File: src/rtl/pc_sequencer.sv
// pc_sequencer: owns the architectural PC and sequences instruction fetch/execute for the multicycle core.
// Computes the next PC (seq/beq/j), counts retired instructions and raises a sticky fetch-timeout fault.
module pc_sequencer #(
   parameter logic [29:0] RESET_PC = 30'h0000_0C00,
   parameter logic [7:0]  TIMEOUT  = 8'd255
) (
   input  logic        clk,
   input  logic        rst,
   input  logic        run,
   output logic        imem_req,
   output logic [29:0] imem_addr,
   input  logic        imem_ack,
   input  logic [31:0] imem_rdata,
   output logic [31:0] ir,
   output logic        ir_valid,
   input  logic        ex_done,
   input  logic [1:0]  npc_op,
   input  logic        zero,
   output logic [29:0] pc,
   output logic [31:0] retired,
   output logic        fault
);

   typedef enum logic [1:0] {
      IDLE  = 2'd0,
      FETCH = 2'd1,
      EXEC  = 2'd2,
      FAULT = 2'd3
   } state_e;

   state_e      state_q, state_d;
   logic [29:0] pc_q, pc_d;
   logic [31:0] ir_q, ir_d;
   logic        ir_valid_q, ir_valid_d;
   logic        imem_req_q, imem_req_d;
   logic [31:0] retired_q, retired_d;
   logic        fault_q, fault_d;
   logic [7:0]  wdog_q, wdog_d;

   logic [29:0] br_off;
   logic [29:0] next_pc;

   // Branch offset is relative to the current pc, not pc+1.
   always_comb begin
      br_off = {{14{ir_q[15]}}, ir_q[15:0]};
      case (npc_op)
         2'b01:   next_pc = zero ? (pc_q + br_off) : (pc_q + 30'd1);
         2'b10:   next_pc = {pc_q[29:26], ir_q[25:0]};
         default: next_pc = pc_q + 30'd1;
      endcase
   end

   always_comb begin
      state_d    = state_q;
      pc_d       = pc_q;
      ir_d       = ir_q;
      ir_valid_d = 1'b0;
      imem_req_d = 1'b0;
      retired_d  = retired_q;
      fault_d    = fault_q;
      wdog_d     = wdog_q;

      case (state_q)
         IDLE: begin
            if (run) begin
               state_d    = FETCH;
               imem_req_d = 1'b1;
               wdog_d     = '0;
            end
         end
         FETCH: begin
            // An ack on the final watchdog cycle still wins over the timeout.
            if (imem_ack) begin
               ir_d       = imem_rdata;
               ir_valid_d = 1'b1;
               state_d    = EXEC;
               wdog_d     = '0;
            end else if (wdog_q == TIMEOUT) begin
               state_d = FAULT;
               fault_d = 1'b1;
            end else begin
               wdog_d     = wdog_q + 8'd1;
               imem_req_d = 1'b1;
            end
         end
         EXEC: begin
            if (ex_done) begin
               pc_d      = next_pc;
               retired_d = retired_q + 32'd1;
               if (run) begin
                  state_d    = FETCH;
                  imem_req_d = 1'b1;
                  wdog_d     = '0;
               end else begin
                  state_d = IDLE;
               end
            end
         end
         default: begin
            fault_d = 1'b1;
         end
      endcase
   end

   always_ff @(posedge clk) begin
      if (rst) begin
         state_q    <= IDLE;
         pc_q       <= RESET_PC;
         ir_q       <= '0;
         ir_valid_q <= 1'b0;
         imem_req_q <= 1'b0;
         retired_q  <= '0;
         fault_q    <= 1'b0;
         wdog_q     <= '0;
      end else begin
         state_q    <= state_d;
         pc_q       <= pc_d;
         ir_q       <= ir_d;
         ir_valid_q <= ir_valid_d;
         imem_req_q <= imem_req_d;
         retired_q  <= retired_d;
         fault_q    <= fault_d;
         wdog_q     <= wdog_d;
      end
   end

   assign imem_req  = imem_req_q;
   assign imem_addr = pc_q;
   assign ir        = ir_q;
   assign ir_valid  = ir_valid_q;
   assign pc        = pc_q;
   assign retired   = retired_q;
   assign fault     = fault_q;

endmodule

File: config.mk
export PLATFORM = sky130hd
export DESIGN_NAME = pc_sequencer
export DESIGN_NICKNAME = d
export VERILOG_FILES = /design/src/rtl/pc_sequencer.sv
export SDC_FILE = /design/constraint.sdc
export NUM_CORES = 1
export LEC_CHECK = 0
export BUFFER_PORTS_ARGS = -buffer_cell sky130_fd_sc_hd__buf_2
export CAP_MARGIN = 5
export CORE_MARGIN = 1.5
export CORE_UTILIZATION = 45
export DETAILED_ROUTE_END_ITERATION = 6
export PLACE_DENSITY = 0.71
export SYNTH_ARGS = -nofsm -noshare
export SYNTH_HDL_FRONTEND = slang
export SYNTH_SLANG_ARGS = --single-unit
File: constraint.sdc
create_clock -name clk -period 4.5 [get_ports clk]
set_clock_uncertainty 0.05 [all_clocks]
set_input_delay 0.45 -clock clk [delete_from_list [all_inputs] [get_ports clk]]
set_output_delay 0.45 -clock clk [all_outputs]
set_load 0.01 [all_outputs]
**Yosys cells after proc, flatten, opt, wreduce, memory -nomap -nowiden**

Cells that the tools add are included.

- Bitwise gates (word level): 3
- $add $sub $neg: 4
- Reductions and logical operators: 10
- Equality and inequality tests: 11
- Muxes and demuxes: 22

Operator list:

| operator | number |
|---|---|
| $pmux W30 S2 | 1 |
| $add A32 B1 Y32 const B | 1 |
| $mux W8 | 4 |
| $add A30 B1 Y30 const B | 1 |
| $add A30 B30 Y30 | 1 |
| $mux W30 | 1 |
| $pmux W8 S3 | 1 |
| $reduce_and A3 Y1 | 3 |
| $add A8 B1 Y8 const B | 1 |
| $eq A8 B8 Y1 const B | 1 |
| $mux W1 | 8 |
| $mux W2 | 4 |
| $ne A2 B2 Y1 const B | 4 |
| $ne A3 B3 Y1 const B | 2 |
| $pmux W2 S3 | 1 |
| $eq A2 B1 Y1 const B | 2 |
| $eq A2 B2 Y1 const B | 2 |
| $reduce_and A2 Y1 | 2 |
| $reduce_and A4 Y1 | 1 |
| $reduce_or A2 Y1 | 2 |
| $not A1 Y1 | 3 |
| $pmux W1 S3 | 1 |
| $reduce_bool A3 Y1 | 1 |
| $logic_not A2 Y1 | 1 |
| $pmux W1 S2 | 1 |

- Word-level logic and storage cells: 59
- Output and inout port bits: 127
- Register bits: 107

**Depth between registers and ports, before layout**

Gate-level depths: netlist of the first run.

- Depth in word-level cells: 4
- Depth in mapped cells: 10
- Mapped depth without buffers: 10

**Worst setup path after synthesis of the first run**

No wires, ideal clock.

- Path kind: reg2reg
- Start point: reg ir_q[15], in the netlist ir[15]
- End point: reg pc_q[28], in the netlist imem_addr[28]
- Required time: 4.330 ns
- Slack: 1.695 ns
- Arrival time: 2.635 ns
- Stages on the path, launching flop included: 10
- Library setup time: 0.120 ns
- Path buffers: 1
- Path through: dfxtp_1 ha_1 buf_2 and3_1 and2_1 a2111o_1 o31ai_2 a31oi_1 a22o_1 a211o_1

- Cells in the longest elaborated chain, start to end: 3

Ends and longest elaborated chain:

| item | line | source |
|---|---|---|
| start: declaration | 33 | `logic [31:0] ir_q, ir_d;` |
| start signal: assignment | 118 | `ir_q <= ir_d;` |
| $add A30 B30 Y30 | 47 | `2'b01: next_pc = zero ? (pc_q + br_off) : (pc_q + 30'd1);` |
| $mux W30 | 47 |  |
| $pmux W30 S2 | 46 | `case (npc_op)` |
| end signal: assignment | 117 | `pc_q <= pc_d;` |
| end: declaration | 32 | `logic [29:0] pc_q, pc_d;` |

No other way between the ends.
A chain may end at the register's enable or synchronous reset.

**Worst setup path after layout of the first run**

- Start point: reg pc_q[0], in the netlist imem_addr[0]
- End point: reg pc_q[28], in the netlist imem_addr[28]

- Cells in the longest elaborated chain, start to end: 3
- Elaborated cells between the ends (all ways): 4

Ends and longest elaborated chain:

| item | line |
|---|---|
| $add A30 B1 Y30 or $add A30 B30 Y30 (tied branches) | 47, 49 |
| $mux W30 | 47 |
| $pmux W30 S2 * | 46 |

Every way passes the cells marked *; elsewhere a longest branch is shown, timed or not.

==> flow_summary.ini, run 1 <==
[status]
outcome = completed

[clock_tree]
cts_root_buffer = clkbuf_16
cts_hold_buffers = 0
number_of_buffers_created_by_cts = 9
number_of_setup_buffers_added_after_cts = 0
clock_sinks = 107
htreeDepth = 3
tritoncts = done
post_cts_resize_count = 0
path_clk_slew_ns = 0.07
cts_max_path_buffers = 2
clock_insertion_delay_worst_skew_ns = 0.37

[grt]
antenna_violations_before_repair = 4
number_of_global_route_vias_before_repair = 6897
grt_pass1_wl_um = 35400
grt_start_max_net_pins = 53
gr-usage-all-layers_pct = 26.2
total_overflow_reported_by_the_global_router = 0

[critical_path]
critical_path.max_stage_delay_ns = 0.45
cp.required_ns = 4.70
regToRegSetupSlack_ns = 1.27
critical-path-slowest-cell = dfxtp_1
arrival_ns = 3.43
crit_type = flop to flop
critical_path.endpoint_type = flop
worst_path_dominant_cell_family = compound AO/OA/AOI/OAI gates
timing.critical_path.buf_inv = 1
critical_path.cell_chain = ha_1, inv_1, fa_1, nor2b_1, o2111ai_1, a211oi_2, o31ai_2, a31oi_1, o311ai_0, a211o_1
path_max_fanout = 8
start_kind = flop

[synthesis]
synth_seq_cells = 107
netlist_instances = 965
ys_top_cells_by_area = dfxtp_1 (29%), nand2_1 (6.5%), ha_1 (6.4%)
yosys_warnings = 0
synth-async-reset-ratio_pct = 0
synth_top_cell_area_share_pct = 29.0
synth_seq_area_share_pct = 29.0
postSynthNetCount = 1044
postSynthAreaPerCell_um2 = 7.65
most_instantiated_library_cell_after_synthesis = nand2_1
post-synth-top-area-cell = dfxtp_1
ys_types = 75
post_synth_edffs = 0
synth_ff_type = dfxtp_1
netlist_top_cells_count = nand2_1 (127), dfxtp_1 (107), a21oi_1 (92), nor2_1 (76), o21ai_0 (51)
syn_area_um2 = 7380

[drt]
avgRoutedWirePerCell_um = 17.2
via_count = 7663
firstDrtPassIters = 5
drt_iter0_drc = 588
routed_wirelength_um = 22400
drcViolationCount = 0
vias_per_cell = 5.89
postRouteAntennaNets = 0

[timing]
maxSlewViolCount = 0
layout_worst_path_cycle_share_pct = 71.8
finalSetupViolations = 0
maxClockFrequency_mhz = 310
slew_margin_rel_pct = 17.3
fin_crit_ns = 3.23
timing.setup.tns_ns = 0
grt_setup_unrepaired = false
timing_worst_slew_pin_value_ns = 1.23
final-hold-violation-count = 0

[layout]
layout-drive-gt1-share_pct = 19.4
finalInstanceArea_um2 = 8440
area_growth_pct = 14.3
fin_nets = 1155
instances_no_fill = 1300

[pwr]
power.density_cell_area_nw_per_um2 = 318
power.switching_mw = 0.988
static-leakage-power_nw = 3.66
power.switching_fraction_pct = 36.8
internal_power_mw = 1.70
share_clk_of_total_power_pct = 28.6
power_mw = 2.68
seq_power_share_pct = 42.2
combinationalPowerShare_pct = 29.1
maximum_vdd_drop_mv = 0.174

[floorplan]
ios = 167
die_w_um = 131
die-area_um2 = 17200
std_cell_rows = 46
die_h_um = 131
floorplan.initialDensity_pct = 46.3
core_area_um2 = 15900

[min_path]
kind_of_path_behind_the_tightest_hold_check = input port to flop

[placed_design]
portBuffers = 166
dp_hpwl_um = 16600
dpl-instance-area_um2 = 8150
place_congestion = 0.946
placed_cells_incl_taps = 1281

[run]
max_cap_violations = 0
-- path summary, 6_finish.rpt --
check,end,cells past startpoint,from
max,imem_addr[28],10,imem_addr[0]
min,ir[21],3,imem_rdata[21]
max reg2reg,imem_addr[28],10,imem_addr[0]
min reg2reg,ir[31],2,ir[31]
-- metal layers --
metal / routed length [µm] / GRT usage (%) / vias to the layer above
met5: 21 / 0 / -
met4: 382 / 7.18 / 4
met3: 1910 / 6.49 / 35
met2: 9770 / 40.6 / 338
met1: 10300 / 36.4 / 3557
li1: - / - / 3729
-- worst reg2reg max path, delay by kind of cell (launching register included) --
family | cells | cell delay (ns)
buf+inv | 1 | 0.06
fa+ha+maj | 2 | 0.64
flops | 1 | 0.45
compound gates | 6 | 1.67
simple gates | 1 | 0.24
-- through the flow --
stage	hold slack, ns	setup WS, ns	utilization [%]
floorplan	0.429	1.70	-
global placement	0.391	1.52	51.1
finish	0.265	1.27	52.9
CTS	0.257	1.34	52.9
detailed placement	0.395	1.36	51.1
global route	0.260	1.07	52.9
-- sequential cells by signal, indices dropped and copies added (netlist names) --
register / count
ir: 32
retired: 32
imem_addr: 30
wdog_q: 8
state_q: 2
fault: 1
imem_req: 1
ir_valid: 1
-- cells by family (layout without fill, tap and decap cells) --
group	count (synthesis)	after routing	synth area share, %
and+or+nand+nor	366	366	24.3
AOI/OAI and AO/OA	287	287	25.3
DFF	107	107	29.0
buffers and inverters	102	218	6.92
xor gates and xnor gates	57	57	6.76
adders and majority gates	39	39	6.71
muxes	7	7	0.983
other	0	3	0
-- cells in the final DEF, fill, tap and decap left out, types with 4 or more instances in the layout --
cell type,n
buf_2,165
nand2_1,127
dfxtp_1,107
a21oi_1,92
nor2_1,76
o21ai_0,51
ha_1,38
nand3_1,33
xnor2_1,30
xor2_1,27
inv_1,24
a21o_1,20
nor3_1,19
nand4_1,18
and3_1,18
or3_1,15
a31oi_1,14
buf_4,13
nor4_1,12
a221oi_1,10
and2_1,9
a211oi_1,9
clkbuf_16,9
o211ai_1,8
a22oi_1,8
nand2b_1,7
nor2b_1,6
and4_1,6
o21a_1,5
o31ai_1,5
a311oi_1,5
mux2i_1,5
o22ai_1,5
o2111ai_1,4
a211o_1,4
o32ai_1,4
-- layout make-up --
type                            instances  area [µm²]
Multi-Input combinational cell        756        4730
Clock inverter                          7        48.8
Antenna cell                            3        7.51
Sequential cell                       107        2140
Clock buffer                            9         225
Tap cell                              216         270
Timing Repair Buffer                  178         923
Fill cell                            1614        7510
Inverter                               24        90.1
-- power groups by stage --
stage | clock, mW | combinational [mW] | sequential, mW
detailed placement | 0 | 0.772 | 1.15
floorplan | 0 | 0.522 | 1.15
global route | 0.821 | 0.872 | 1.14
CTS | 0.778 | 0.777 | 1.13
finish | 0.768 | 0.782 | 1.13
global placement | 0 | 0.767 | 1.15
No activity file was read; power rests on OpenSTA's default activity.
==> run 2, diff against run 1 <==
Settings changed: PLACE_DENSITY 0.71 to 0.74.
Clock period 4.5 ns to 2.7 ns, I/O delays scaled along.
==> run 2 against run 1 <==
Fmax grew 24%. Register-to-register slack lost 1.2 ns. Combinational power grew 98%.
==> flow_summary.ini, run 2 (synthesized netlist as in run 1, its figures left out) <==
[grt]
total_overflow_reported_by_the_global_router = 0
antenna_violations_before_repair = 4
grt_pass1_wl_um = 38100
gr-usage-all-layers_pct = 28.9
number_of_global_route_vias_before_repair = 7184
grt_start_max_net_pins = 50

[clock_tree]
cts_hold_buffers = 0
cts_max_path_buffers = 2
clock_sinks = 107
clock_insertion_delay_worst_skew_ns = 0.36
cts_root_buffer = clkbuf_16
tritoncts = done
number_of_buffers_created_by_cts = 9
htreeDepth = 3
path_clk_slew_ns = 0.08

[floorplan]
std_cell_rows = 46
die_h_um = 131
die_w_um = 131
floorplan.initialDensity_pct = 46.3
ios = 167
die-area_um2 = 17200
core_area_um2 = 15900

[timing]
maxSlewViolCount = 0
layout_worst_path_cycle_share_pct = 96.7
layout_setup_ws_ns = 0.0887
finalSetupViolations = 0
grt_setup_unrepaired = true
final-hold-violation-count = 0
slew_margin_rel_pct = 59.2
timing_worst_slew_pin_value_ns = 0.610
timing.setup.tns_ns = 0
fin_crit_ns = 2.61
maxClockFrequency_mhz = 383

[layout]
layout.cells.most_common = buf_2
area_growth_pct = 22.7
finalInstanceArea_um2 = 9060
most_frequent_cells_in_the_layout = buf_2 (165), nand2_1 (127), dfxtp_1 (105)
fin_nets = 1226
layout-drive-gt1-share_pct = 25.3
layout.core_utilization_pct = 56.8

[drt]
drcViolationCount = 0
routed_wirelength_um = 24600
avgRoutedWirePerCell_um = 18.0
via_count = 7992
drt_iter0_drc = 590
postRouteAntennaNets = 0
firstDrtPassIters = 5
vias_per_cell = 5.84

[critical_path]
start_kind = flop
crit_type = flop to flop
critical_path.endpoint_type = flop
arrival_ns = 2.82
worstRegToRegCells = 8
cp.required_ns = 2.91
worst_path_dominant_cell_family = compound AO/OA/AOI/OAI gates
path_max_fanout = 7
worstSetupPathDepth = 8
critical_path.cell_chain = ha_1, and3_1, and2_1, a2111o_1, o31ai_4, a31oi_2, a22o_1, a211o_1
timing.critical_path.buf_inv = 0
critical-path-slowest-cell = a2111o_1
critical_path.max_stage_delay_ns = 0.40

[status]
outcome = completed

[run]
max_cap_violations = 0

[min_path]
number_of_instances_on_the_worst_hold_path = 3
kind_of_path_behind_the_tightest_hold_check = input port to flop

[placed_design]
portBuffers = 166
place_congestion = 0.989
dp_hpwl_um = 18500
dpl-instance-area_um2 = 8690
pre_cts_slack_ns = -0.0229

[pwr]
power.density_cell_area_nw_per_um2 = 525
power_mw = 4.75
static-leakage-power_nw = 4.05
maximum_vdd_drop_mv = 0.451
[run 2: routing by layer]
metal	up-vias	track usage, %	routed length (µm)	share of wire, %
li1	3864	-	-	-
met1	3745	37.3	10500	43
met2	341	45.0	10900	44
met3	40	9.74	2610	11
met4	2	10.2	550	2.2
met5	-	0	12	0.049
[run 2: layout make-up]
class                   instances  area (µm²)
repair buffers                249        1470
flip-flops and latches        107        2140
fillers                      1509        6880
clock buffers                  10         239
multi-input cells             756        4780
clock inverters                 6        63.8
inverters                      24        90.1
diodes                          1        2.50
well taps                     216         270
[run 2: path summary, 6_finish.rpt]
path | start | to | slack (ns)
max | ir[15] | imem_addr[28] | 0.09
min | imem_rdata[19] | ir[19] | 0.08
max reg2reg | ir[15] | imem_addr[28] | 0.09
min reg2reg | ir[28] | ir[28] | 0.41
[run 2: repair_timing]
item,in CTS,in global routing
pin swaps,0,5
setup buffers,0,1
gates resized for setup,1,11
endpoints found under the setup margin,1,12
[run 2: worst min-delay path, delay by kind of cell]
| family | cells | cell delay [ns] |
|---|---|---|
| compound gates | 1 | 0.05 |
| buf+inv | 1 | 0.09 |
| simple gates | 1 | 0.04 |
[run 2: report_power, final]
part           leakage, nW  internal, mW  switching [mW]
Combinational         3.04         0.610           0.937
Sequential           0.867          1.71           0.119
Clock                0.146         0.681           0.695
[run 2: through the flow]
| step | hold slack [ns] | cells |
|---|---|---|
| finish | 0.0812 | 1369 |
| global route | 0.0790 | 1369 |
| CTS | 0.0743 | 1367 |
| detailed placement | 0.395 | 1351 |
| global placement | 0.388 | 1351 |
| floorplan | 0.349 | 965 |
==> run 3, diff against run 2 <==
Settings changed: REMOVE_ABC_BUFFERS set to 1.
==> run 3 against run 2 <==
Sequential share of layout area is 0.091 points lower. Setup slack got worse by 0.022 ns. Global-route usage shrank 1.9 points. Power grew 0.76%. Worst hold slack got worse by 0.0048 ns.
==> flow_summary.ini, run 3 (synthesized netlist as in run 1, its figures left out) <==
[floorplan]
floorplan.initialDensity_pct = 46.3
die-area_um2 = 17200
core_area_um2 = 15900
ios = 167
die_h_um = 131
std_cell_rows = 46
die_w_um = 131

[grt]
grt_pass1_wl_um = 36100
antenna_violations_before_repair = 0
grt_start_max_net_pins = 64
number_of_global_route_vias_before_repair = 7071
gr-usage-all-layers_pct = 27.0
total_overflow_reported_by_the_global_router = 0

[timing]
slew_margin_rel_pct = 54.4
timing_worst_slew_pin_value_ns = 0.683
maxSlewViolCount = 0
fin_crit_ns = 2.63
layout_worst_path_cycle_share_pct = 97.5
finalSetupViolations = 0
fin_hold_ws_ns = 0.0765
maxClockFrequency_mhz = 380
grt_setup_unrepaired = true
final-hold-violation-count = 0

[layout]
finalInstanceArea_um2 = 9140
instances_no_fill = 1367
fin_nets = 1224
num-fill-cells = 1499
area_growth_pct = 23.8
most_frequent_cells_in_the_layout = buf_2 (165), nand2_1 (127), dfxtp_1 (101)
layout-drive-gt1-share_pct = 27.0
seq_area_um2 = 2150
multiInputGateArea_um2 = 4870
layout.cells.most_common = buf_2

[drt]
via_count = 8031
vias_per_cell = 5.87
routed_wirelength_um = 23500
postRouteAntennaNets = 0
drcViolationCount = 0
firstDrtPassIters = 5
avgRoutedWirePerCell_um = 17.2
drt_iter0_drc = 869

[critical_path]
critical_path.cell_chain = ha_1, a21o_1, o21bai_4, a2111o_1, o31ai_4, a31oi_4, a22o_1, a211o_1
timing.critical_path.buf_inv = 0
critical-path-slowest-cell = a2111o_1
cp.required_ns = 2.91
path_max_fanout = 3
arrival_ns = 2.85
critical_path.max_stage_delay_ns = 0.45
regToRegSetupSlack_ns = 0.07
critical_path.endpoint_type = flop
worst_path_dominant_cell_family = compound AO/OA/AOI/OAI gates
crit_type = flop to flop
start_kind = flop

[placed_design]
portBuffers = 166
dp_hpwl_um = 17600
dpl-instance-area_um2 = 8640
place_congestion = 0.969
placed_cells_incl_taps = 1346

[clock_tree]
htreeDepth = 3
cts_max_path_buffers = 2
cts_hold_buffers = 0
path_clk_slew_ns = 0.08
number_of_buffers_created_by_cts = 9
cts_root_buffer = clkbuf_16
tritoncts = done
clock_sinks = 107
clock_insertion_delay_worst_skew_ns = 0.37

[pwr]
maximum_vdd_drop_mv = 0.365
static-leakage-power_nw = 4.04
power.density_cell_area_nw_per_um2 = 524

[run]
max_cap_violations = 0

[status]
outcome = completed

[min_path]
kind_of_path_behind_the_tightest_hold_check = input port to flop
==> run 3: layer usage <==
metal  up-vias  global-route usage (%)  share of wire (%)
met1      3733                    37.7                 44
met5         -                       0                  0
li1       3866                       -                  -
met4         0                    10.4                2.8
met2       372                    40.8                 44
met3        60                    5.68                9.2
==> run 3: path summary, 6_finish.rpt <==
path / endpoint / start / depth (start not counted)
setup / recovery: imem_addr[28] / ir[11] / 8
hold / removal: ir[0] / imem_rdata[0] / 3
setup reg to reg: imem_addr[28] / ir[11] / 8
hold reg to reg: ir[31] / ir[31] / 2
==> run 3: layout make-up <==
class                      instances  area share [%]
tap                              216            2.96
antenna                            1          0.0274
timing repair buffer             247            15.8
inverter                          24           0.986
sequential                       107            23.6
multi-input combinational        756            53.3
clock inverter                     7           0.917
clock buffer                       9            2.46
==> run 3: stage by stage <==
stage | setup TNS (ns) | setup WS, ns | power, mW | util, %
finish | 0 | 0.0668 | 4.79 | 57.3
global route | -0.0987 | -0.0514 | 5.03 | 57.3
CTS | 0 | 0.0243 | 4.74 | 56.2
detailed placement | -0.0909 | -0.0475 | 3.34 | 54.2
global placement | 0 | 0.0209 | 3.32 | 54.2
floorplan | -0.322 | -0.221 | 2.70 | -
==> run 3: where the power goes <==
| group | switching, mW | internal, mW | leakage [nW] |
|---|---|---|---|
| clock network | 0.735 | 0.673 | 0.152 |
| registers | 0.116 | 1.71 | 0.869 |
| logic | 0.934 | 0.618 | 3.02 |
==> run 3: worst register-to-register path, stage by stage, from the launching register on <==
cell	delay, ns
dfxtp_4	0.35
ha_1	0.28
a21o_1	0.21
o21bai_4	0.18
a2111o_1	0.45
o31ai_4	0.35
a31oi_4	0.14
a22o_1	0.24
a211o_1	0.28
==> run 3: repair_timing <==
action	CTS	global route
pin swaps	1	14
setup buffers	0	4
resized for setup	2	37
cloned	0	0
endpoints found under the setup margin	3	13
